**src/rtl/dmem_pkg.sv**
```systemverilog
// Shared definitions for the data-memory arbiter: datapath widths, the
// FSM state encoding, the default starvation limit, the memory-port
// payload struct and a burst-length clamp helper.
package dmem_pkg;

  localparam int unsigned ADDR_W = 32;
  localparam int unsigned DATA_W = 32;
  localparam int unsigned BSEL_W = 2;
  localparam int unsigned LEN_W  = 3;
  localparam int unsigned BEAT_W = 2;
  localparam int unsigned MAX_BEATS = 4;

  // Consecutive CPU wins tolerated while a burst is pending.
  localparam int unsigned STARVE_LIMIT_DEFAULT = 8;

  typedef enum logic [0:0] {
    ARB_IDLE  = 1'b0,
    ARB_BURST = 1'b1
  } arb_state_e;

  // One cycle of traffic on the data-memory port.
  typedef struct packed {
    logic              rd;
    logic              wr;
    logic [ADDR_W-1:0] addr;
    logic [DATA_W-1:0] wdata;
    logic [BSEL_W-1:0] bsel;
  } mem_req_t;

  // Map a requested length onto 1..MAX_BEATS (0 means one beat).
  function automatic logic [LEN_W-1:0] clamp_len(input logic [LEN_W-1:0] len);
    logic [LEN_W-1:0] res;
    res = len;
    if (len == '0) begin
      res = LEN_W'(1);
    end else if (len > LEN_W'(MAX_BEATS)) begin
      res = LEN_W'(MAX_BEATS);
    end
    return res;
  endfunction

endpackage

```
**src/rtl/dmem_arbiter.sv**
```systemverilog
// Arbitrates the data-memory port between the pipeline MEM stage and a
// burst engine. CPU accesses pass through combinationally with no added
// latency; a pending burst is granted when the CPU is quiet or after
// STARVE_LIMIT consecutive CPU wins, and then runs to completion one beat
// per cycle while the CPU is stalled.
//
// Ports:
//   Clock, Reset                  clock, synchronous active-high reset
//   CpuMemRead/Write, CpuAddress, CpuWriteData, CpuByteSel   CPU request
//   CpuReadData, CpuStall         CPU response / hold-request
//   BurstReq/Write/Address/Len/WriteData                     burst request
//   BurstAck/DataReq/ReadValid/Done, BurstReadData           burst response
//   MemAddress/WriteData/ByteSel/Read/Write, MemReadData     memory port
module dmem_arbiter
  import dmem_pkg::*;
#(
  parameter int unsigned STARVE_LIMIT = STARVE_LIMIT_DEFAULT
) (
  input  logic              Clock,
  input  logic              Reset,
  input  logic              CpuMemRead,
  input  logic              CpuMemWrite,
  input  logic [ADDR_W-1:0] CpuAddress,
  input  logic [DATA_W-1:0] CpuWriteData,
  input  logic [BSEL_W-1:0] CpuByteSel,
  output logic [DATA_W-1:0] CpuReadData,
  output logic              CpuStall,
  input  logic              BurstReq,
  input  logic              BurstWrite,
  input  logic [ADDR_W-1:0] BurstAddress,
  input  logic [LEN_W-1:0]  BurstLen,
  input  logic [DATA_W-1:0] BurstWriteData,
  output logic              BurstAck,
  output logic              BurstDataReq,
  output logic              BurstReadValid,
  output logic              BurstDone,
  output logic [DATA_W-1:0] BurstReadData,
  output logic [ADDR_W-1:0] MemAddress,
  output logic [DATA_W-1:0] MemWriteData,
  output logic [BSEL_W-1:0] MemByteSel,
  output logic              MemRead,
  output logic              MemWrite,
  input  logic [DATA_W-1:0] MemReadData
);

  localparam int unsigned STARVE_W = $clog2(STARVE_LIMIT + 1);

  arb_state_e        state;
  logic [STARVE_W-1:0] starve_cnt;
  logic [BEAT_W-1:0] beat;
  logic [ADDR_W-1:0] base_addr;
  logic [LEN_W-1:0]  burst_len;
  logic              burst_wr;

  logic              cpu_access_c;
  logic              starved_c;
  logic              grant_burst_c;
  logic              last_beat_c;
  logic [ADDR_W-1:0] beat_addr_c;
  mem_req_t          mem_req_c;

  // Burst start is word aligned; the byte-offset bits are deliberately dropped.
  logic unused_addr_bits;
  assign unused_addr_bits = ^BurstAddress[1:0];

  assign cpu_access_c  = CpuMemRead | CpuMemWrite;
  assign starved_c     = (starve_cnt == STARVE_W'(STARVE_LIMIT));
  assign grant_burst_c = (state == ARB_IDLE) && BurstReq && (!cpu_access_c || starved_c);
  assign last_beat_c   = (state == ARB_BURST) && (LEN_W'(beat) == (burst_len - LEN_W'(1)));
  // Natural 32-bit wrap of the adder gives the required modulo addressing.
  assign beat_addr_c   = base_addr + ADDR_W'({beat, 2'b00});

  // Arbitration state, starvation counter and latched burst descriptor.
  always_ff @(posedge Clock) begin
    if (Reset) begin
      state      <= ARB_IDLE;
      starve_cnt <= '0;
      beat       <= '0;
      base_addr  <= '0;
      burst_len  <= '0;
      burst_wr   <= 1'b0;
    end else begin
      unique case (state)
        ARB_IDLE: begin
          if (grant_burst_c) begin
            state      <= ARB_BURST;
            starve_cnt <= '0;
            beat       <= '0;
            base_addr  <= {BurstAddress[ADDR_W-1:2], 2'b00};
            burst_len  <= clamp_len(BurstLen);
            burst_wr   <= BurstWrite;
          end else if (cpu_access_c && BurstReq && !starved_c) begin
            starve_cnt <= starve_cnt + STARVE_W'(1);
          end
        end
        ARB_BURST: begin
          if (last_beat_c) begin
            state <= ARB_IDLE;
            beat  <= '0;
          end else begin
            beat <= beat + BEAT_W'(1);
          end
        end
        default: state <= ARB_IDLE;
      endcase
    end
  end

  // Memory-port and handshake drive; everything is forced low during reset.
  always_comb begin
    mem_req_c      = '0;
    CpuReadData    = '0;
    CpuStall       = 1'b0;
    BurstAck       = 1'b0;
    BurstDataReq   = 1'b0;
    BurstReadValid = 1'b0;
    BurstDone      = 1'b0;
    BurstReadData  = '0;
    if (!Reset) begin
      unique case (state)
        ARB_IDLE: begin
          if (grant_burst_c) begin
            // Grant cycle: port stays idle, CPU holds its request.
            BurstAck = 1'b1;
            CpuStall = cpu_access_c;
          end else if (cpu_access_c) begin
            // Read+write together is serviced as a write.
            mem_req_c.wr   = CpuMemWrite;
            mem_req_c.rd   = CpuMemRead & ~CpuMemWrite;
            mem_req_c.addr = CpuAddress;
            mem_req_c.bsel = CpuByteSel;
            if (CpuMemWrite) begin
              mem_req_c.wdata = CpuWriteData;
            end else begin
              CpuReadData = MemReadData;
            end
          end
        end
        ARB_BURST: begin
          CpuStall       = cpu_access_c;
          mem_req_c.addr = beat_addr_c;
          mem_req_c.bsel = '0;
          BurstDone      = last_beat_c;
          if (burst_wr) begin
            mem_req_c.wr    = 1'b1;
            mem_req_c.wdata = BurstWriteData;
            BurstDataReq    = 1'b1;
          end else begin
            mem_req_c.rd   = 1'b1;
            BurstReadValid = 1'b1;
            BurstReadData  = MemReadData;
          end
        end
        default: ;
      endcase
    end
  end

  assign MemRead      = mem_req_c.rd;
  assign MemWrite     = mem_req_c.wr;
  assign MemAddress   = mem_req_c.addr;
  assign MemWriteData = mem_req_c.wdata;
  assign MemByteSel   = mem_req_c.bsel;

endmodule

```
**config.mk**
```make
export PLATFORM = sky130hd
export DESIGN_NAME = dmem_arbiter
export DESIGN_NICKNAME = d
export VERILOG_FILES = /design/src/rtl/dmem_pkg.sv /design/src/rtl/dmem_arbiter.sv
export SDC_FILE = /design/constraint.sdc
export NUM_CORES = 1
export LEC_CHECK = 0
export BUFFER_PORTS_ARGS = -buffer_cell sky130_fd_sc_hd__buf_2
export CAP_MARGIN = 10
export CORE_AREA = 2 2 121 123
export DETAILED_ROUTE_END_ITERATION = 6
export DIE_AREA = 0 0 123 125
export HOLD_SLACK_MARGIN = 0.03
export MAX_ROUTING_LAYER = met4
export PLACE_DENSITY = 0.6
export SLEW_MARGIN = 20
export SYNTH_ARGS = -nofsm -noshare
export SYNTH_HDL_FRONTEND = slang
export SYNTH_SLANG_ARGS = --single-unit
```
**constraint.sdc**
```tcl
create_clock -name Clock -period 2.2 [get_ports Clock]
set_input_delay 0.11 -clock Clock [delete_from_list [all_inputs] [get_ports Clock]]
set_output_delay 0.11 -clock Clock [all_outputs]
set_load 0.02 [all_outputs]
```
==> metrics.md, run 1 <==
| Metric | Value |
|---|---|
| Outcome | `finished with violations` |
| Violated checks | `negative setup slack` |
| Layout cells sized above 1 | `49.59%` |
| Worst-margin pin slew | `470.8 ps` |
| Setup-failing EPs final | `19` |
| XOR/XNOR share of the synthesized area | `2.694%` |
| Post-Synth Simple-Gate Area | `39.47%` |
| DR pass1 iterations | `4` |
| Drt wl/cell | `16.67 um` |
| Hold Crit Endpoint | `base_addr[12]` |
| Top_reg_cell synth | `dfxtp_1` |
| Worst setup EP type | `output port` |
| Initial Util | `25.18%` |
| Slowest stage delay, CP | `490 ps` |
| Clock root buffer | `clkbuf_16` |
| Sequential area share after synthesis | `22.95%` |
| Crit Path Max Fanout | `5` |
| Largest family of logic cells by synthesized area | `simple AND/OR/NAND/NOR gates` |
| Worst slew margin | `68.54%` |
| Clock sink count | `41` |
| Die Footprint | `15380 sq um` |
| Max VDD drop | `0.3891 mV` |
| Via/cell ratio | `4.888` |
| Hold-critical path depth | `3` |
| Core area | `14200 sq um` |
| # nets final | `1021` |
| Hold_sp | `BurstAddress[12]` |
| Die height | `125 um` |
| Detail Route Antenna Nets | `0` |
| Crit path launch type | `flop` |
| Crit path cell chain | `ha_4 -> fa_2 -> nand4_1 -> or3_4 -> or4b_4 -> nand3_2 -> buf_6` |
| Slowest-stage cell, CP | `or4b_4` |
| DRT iter0 DRCs | `334` |
| PwrDens | `370.4 nW/um^2` |
| Synth Instances | `516` |
| Setup TNS | `-1636 ps` |
| Crit path kind | `flop to output port` |
| Mux contribution to synthesized area | `0.2799%` |
| Largest net degree at the start of global routing | `38` |
| Netlist cell types | `51` |
| RSZ-0062 raised after global routing | `true` |
| Min cycle time layout | `2425 ps` |
| Maximum level of the CTS H-tree | `2` |
| Via count | `5049` |
| Die X | `123 um` |
| Slew Limit Fails | `0` |
| Fin crit share | `110.2%` |
| Synthesized net count | `693` |
| Reg2reg setup slack | `220 ps` |
| Clock Latency Late Sink | `280 ps` |
| # IOs | `308` |
| Std-Cell Rows | `44` |
| CP Data Arrival Time | `2320 ps` |
| #FFs+latches synth | `41` |
| Setup Skew | `6.453 ps` |
| Syn avg cell area | `6.930 sq um` |
| Dpl hpwl | `12970 um` |
| WL final | `17220 um` |
| Routability congestion estimate | `0.8379` |
| Fraction of the mapped netlist area in compound gates | `26.35%` |
| GRT Residual Overflow | `0` |
| Leakage power | `3.132 nW` |
| Reg2reg end | `base_addr[16]` |
| First-pass GRT wire length | `23980 um` |
| Max-Cap Viols | `0` |
| Fraction of registers with async set or reset after synthesis | `0%` |
| Area grow syn2layout | `77.68%` |
| Mapped Area | `3576 sq um` |
| Num CTS Buffers | `5` |
| Aggregate global-route resource usage | `20.29%` |
| Hold Path Class | `input pin to flop` |
| Final Hold Fails | `0` |
| Buffers on Ports | `305` |
| Reg2reg start | `starve_cnt[1]` |
| EDFF count, synth | `0` |
| TritonCTS clock tree | `built` |
| Total power | `2.353 mW` |
| Drt drc | `0` |
| Vias in the first global route | `4416` |
| Initial antenna violation count | `4` |
| Synth warn | `0` |
| Synth Area in Adders | `2.309%` |
| Max Freq | `412.3 MHz` |
| Setup ws final | `-225.4 ps` |
| Clock buffer depth | `2` |
| Required time of the critical path | `2090 ps` |
| Reg2reg path depth | `10` |
| Clock transition at path regs | `60 ps` |
==> timing repair <==
action / 4_1_cts / 5_1_grt
pin swaps: 12 / 19
endpoints found under the setup margin: 55 / 90
hold buffers: 0 / 0
resized for setup: 46 / 65
buffers inserted: 4 / 8
gates cloned: 1 / 6
==> how the worst max path moves through the flow <==
| stage | start | end | slack (ps) | cells after the start |
|---|---|---|---|---|
| 6_report | beat[0] | MemAddress[30] | -230 | 7 |
| 4_1_cts | beat[1] | MemAddress[19] | -240 | 7 |
| 3_3_place_gp | beat[1] | MemAddress[23] | -0.04 | 7 |
| 5_1_grt | beat[0] | MemAddress[30] | -300 | 7 |
| 3_5_place_dp | base_addr[2] | MemAddress[30] | -20 | 7 |
| 2_1_floorplan | beat[0] | MemAddress[30] | -20 | 7 |
==> per-layer routing <==
metal	vias to the layer above	part of all wire, %	global-route usage [%]
li1	2493	-	-
met5	-	0	-
met2	203	48	32.60
met3	15	8.1	4.881
met1	2338	43	25.86
met4	0	1.3	4.144
==> worst max-delay path, delay by kind of cell, from the launching register on <==
kind	cells	cell delay, ps
flops	1	360
buf+inv	1	120
fa+ha+maj	2	340
simple gates	4	1210
==> through the flow <==
stage	utilization, %	std cells	setup slack [ps]	hold slack (ps)	cell area (sq um)
global placement	39.22	1003	-0.03886	355.2	5570
floorplan	-	516	-18.40	246.0	3611
finish	44.73	1033	-225.4	59.89	6354
global route	44.71	1032	-300.9	66.14	6351
detailed placement	39.22	1003	-24.41	356.7	5570
CTS	41.83	1016	-236.3	59.34	5941
==> cells by family after synthesis <==
group / after synthesis
buffers and inverters: 55
adder cells (fa/ha/maj): 6
AO/OA/AOI/OAI: 134
AND/OR/NAND/NOR: 268
multiplexers: 1
flip-flops: 41
XOR/XNOR: 11
==> cells in the mapped netlist (all sizes together) (7+ instances only) <==
| cell | instances | share of area [%] |
|---|---|---|
| nor2 | 17 | 1.8 |
| nand2 | 91 | 9.6 |
| a22o | 34 | 8.3 |
| clkbuf | 35 | 3.7 |
| inv | 13 | 1.4 |
| and2 | 69 | 12 |
| dfxtp | 41 | 23 |
| o211ai | 10 | 2.1 |
| nand3 | 24 | 3.4 |
| buf | 7 | 0.91 |
| xnor2 | 9 | 2.2 |
| a21oi | 47 | 6.6 |
| nand4 | 11 | 2.3 |
| nor3 | 15 | 2.1 |
| o21ai | 13 | 1.8 |
| a32oi | 8 | 2.0 |
==> registers in the layout, summed over array words and instances, names as in the netlist <==
name        flops
starve_cnt      4
beat            2
state           1
burst_len       3
burst_wr        1
base_addr      30
==> final cells by class <==
cell class / instances / area, sq um
fillers: 1462 / 7850
multi-input cells: 420 / 2753
repair buffers: 363 / 2331
flip-flops and latches: 41 / 830.8
well taps: 184 / 230.2
clock buffers: 7 / 142.6
inverters: 13 / 48.80
diodes: 4 / 10.01
clock inverters: 1 / 7.507
==> power by group <==
part / switching [mW] / internal, mW
clock network: 0.300 / 0.452
registers: 0.0317 / 0.768
logic: 0.418 / 0.384
total: 0.749 / 1.60
==> cells in the final DEF, fill, tap and decap left out, drive strengths merged, types with 4 or more instances in the layout <==
| cell type | count |
|---|---|
| o211ai | 10 |
| or2 | 4 |
| o21ai | 13 |
| diode | 4 |
| clkbuf | 12 |
| nor4 | 6 |
| o21a | 4 |
| buf | 358 |
| nand2b | 6 |
| dfxtp | 41 |
| ha | 5 |
| a32oi | 8 |
| nand4 | 11 |
| a22o | 34 |
| and2 | 69 |
| a21oi | 47 |
| nand3 | 24 |
| nor2 | 17 |
| xnor2 | 9 |
| nor3 | 15 |
| nand3b | 6 |
| inv | 13 |
| nand2 | 91 |
Power figures use the tool's default switching activity.
==> run 2, diff against run 1 <==
==> constraint.sdc (replaced) <==
create_clock -name Clock -period 2.2 [get_ports Clock]
set_input_delay 0 -clock Clock [delete_from_list [all_inputs] [get_ports Clock]]
set_output_delay 0 -clock Clock [all_outputs]
set_load 0.02 [all_outputs]
==> run 2 against run 1 <==
  * The flow still finishes with violations (negative setup slack)
  * Total power grew 4.2%
  * Register-to-register slack gained 260 ps
  * Core utilization shrank 0.088 points
  * Setup slack gained 190 ps
  * Critical path type unchanged
  * Sequential share of layout area is essentially flat
  * Critical endpoint is now MemAddress[29]
==> metrics.md, run 2 (synthesis gave the netlist of run 1 again) <==
| Metric | Value |
|---|---|
| First-pass GRT wire length | `24190 um (+0.89%)` |
| Multi-input combinational cell area | `2670 sq um (-3.0%)` |
| Die X | `123 um (unchanged)` |
| Area grow syn2layout | `77.33%` |
| Initial Util | `25.18% (unchanged)` |
| Largest net degree at the start of global routing | `35 (-7.9%)` |
| Clock transition at path regs | `60 ps (about the same)` |
| Final Hold Fails | `0 (unchanged)` |
| Max-Cap Viols | `0 (unchanged)` |
| Via/cell ratio | `4.778 (-2.3%)` |
| Max Freq | `446.5 MHz (+8.3%)` |
| Vias in the first global route | `4552 (+3.1%)` |
| Required time of the critical path | `2200 ps (+110 ps)` |
| PwrDens | `386.8 nW/um^2 (+4.4%)` |
| Worst-margin pin slew | `618.2 ps (+147.4 ps)` |
| Largest register FFs | `30 (unchanged)` |
| Crit path launch type | `flop` |
| Reg2reg setup slack | `480 ps (+260 ps)` |
| Largest register by flop count | `base_addr` |
| CP Data Arrival Time | `2240 ps (-80 ps)` |
| Via count | `5050 (+0.020%)` |
| Leakage power | `3.140 nW (+0.25%)` |
| Routability congestion estimate | `0.8518 (+1.7%)` |
| Fin crit share | `101.8% (-8.5 points)` |
| Slowest stage delay, CP | `560 ps (+70 ps)` |
| Hold Path Class | `input pin to flop` |
| Worst setup EP type | `output port` |
| # nets final | `1043 (+2.2%)` |
| Die height | `125 um (unchanged)` |
| Outcome | `finished with violations` |
| Clock buffer depth | `2 (unchanged)` |
| Min cycle time layout | `2239 ps (-186.0 ps)` |
| DRT iter0 DRCs | `264 (-21%)` |
| DR pass1 iterations | `4 (unchanged)` |
| Sequential cell area | `828.3 sq um (-0.30%)` |
| Clock sink count | `41 (unchanged)` |
| Reg2reg start | `starve_cnt[0]` |
| Dpl hpwl | `12870 um (-0.78%)` |
| Worst slew margin | `58.64% (-9.9 points)` |
| Buffers on Ports | `305 (unchanged)` |
| Most common cell after layout, fill and taps aside | `buf_2` |
| Setup TNS | `-120.7 ps (+1516 ps)` |
| Crit path kind | `flop to output port` |
| DP Worst Slack | `38.97 ps (+63.39 ps)` |
| Layout cells sized above 1 | `45.21% (-4.4 points)` |
| Detail Route Antenna Nets | `0 (unchanged)` |
| Max VDD drop | `0.2786 mV (-28%)` |
| Crit path cell chain | `ha_4 -> a21oi_2 -> or4_4 -> buf_6 -> nor4b_1 -> nand3b_1 -> buf_6` |
| TritonCTS clock tree | `built` |
| Layout Cells excl Fill | `1057 (+2.3%)` |
| Die Footprint | `15380 sq um (unchanged)` |
| Most frequent CP cell | `buf_6` |
| Std-Cell Rows | `44 (unchanged)` |
| GRT Residual Overflow | `0 (unchanged)` |
| Clock root buffer | `clkbuf_16` |
| # IOs | `308 (unchanged)` |
| Critical path startpoint | `base_addr[3]` |
| Maximum level of the CTS H-tree | `2 (unchanged)` |
| Crit Path Max Fanout | `8 (+3)` |
| Setup-failing EPs final | `5 (-14)` |
| Most frequent cells in the layout | `buf_2, nand2_1, and2_1` |
| Top Registers | `base_addr (30), starve_cnt (4), burst_len (3)` |
| Fillers | `1477 (+1.0%)` |
| Slowest-stage cell, CP | `or4_4` |
| Hold_sp | `BurstLen[0]` |
| Dpl cells | `997 (-0.60%)` |
| Setup ws final | `-39.41 ps (+186.0 ps)` |
| Aggregate global-route resource usage | `20.40% (+0.12 points)` |
| Initial antenna violation count | `6 (+2)` |
| Setup Skew | `7.118 ps (+0.6651 ps)` |
| Drt drc | `0 (unchanged)` |
| Core area | `14200 sq um (unchanged)` |
| Drt wl/cell | `15.64 um (-6.2%)` |
| Violated checks | `negative setup slack` |
| Num CTS Buffers | `5 (unchanged)` |
| Total power | `2.453 mW (+4.2%)` |
| Slew Limit Fails | `0 (unchanged)` |
| WL final | `16540 um (-4.0%)` |
| Clock Latency Late Sink | `290 ps (about the same)` |
| RSZ-0062 raised after global routing | `true` |
run 2: cell types whose count changed in the layout (fill, tap and decap cells not counted), moves of 4 or more:
cell	change
dlygate4sd3_1	+33
buf_2	+19
and2_4	-4
nand2_2	-5
and2_1	+4
nand2_1	+5
buf_4	-12
buf_6	-10
run 2: report_power, final:
part | internal, mW | leakage [nW] | switching [mW] | total [mW]
Sequential | 0.769 | 0.336 | 0.0325 | 0.801
Combinational | 0.373 | 2.72 | 0.403 | 0.776
Clock | 0.568 | 0.0842 | 0.308 | 0.875
run 2: area by class of cell:
type / instances / share of cell area [%]
multi-input combinational: 420 / 42.11
timing repair buffer: 385 / 37.47
sequential: 41 / 13.06
tap: 184 / 3.631
clock buffer: 7 / 2.249
inverter: 13 / 0.7695
clock inverter: 1 / 0.4736
antenna: 6 / 0.2368
run 2: final timing paths:
kind                     to  cells after the start
max          MemAddress[29]                      7
min            burst_len[0]                      5
max reg2reg    base_addr[3]                      7
min reg2reg    burst_len[1]                      2
run 2: worst max-delay path: cells and delay by family (launching register included):
family                   cells  cell delay [ps]
AND/OR/NAND/NOR              3              990
flip-flops                   1              340
buffers and inverters        2              290
adder cells (fa/ha/maj)      1              260
AO/OA/AOI/OAI                1               60
run 2: metal layers:
metal | vias up | global-route usage (%) | share of wire, %
li1 | 2551 | - | -
met4 | 0 | 4.412 | 1.9
met3 | 17 | 5.703 | 8.6
met2 | 186 | 32.01 | 46
met5 | - | - | 0
met1 | 2296 | 26.11 | 44
run 2: repair_timing:
| item | CTS | global route |
|---|---|---|
| buffers inserted | 6 | 5 |
| gates cloned | 0 | 2 |
| resized for setup | 40 | 21 |
| pin swaps | 13 | 7 |
| hold buffers | 33 | 0 |
| endpoints found under the setup margin | 48 | 69 |
| hold endpoints to repair | 34 | 0 |
run 2: metrics by stage:
stage               util (%)  hold slack (ps)  area, sq um
finish                 44.64            74.92         6341
floorplan                  -            136.0         3581
global route           44.63            86.68         6339
detailed placement     38.52            246.4         5472
CTS                    43.49            75.19         6177
global placement       38.52            244.9         5472
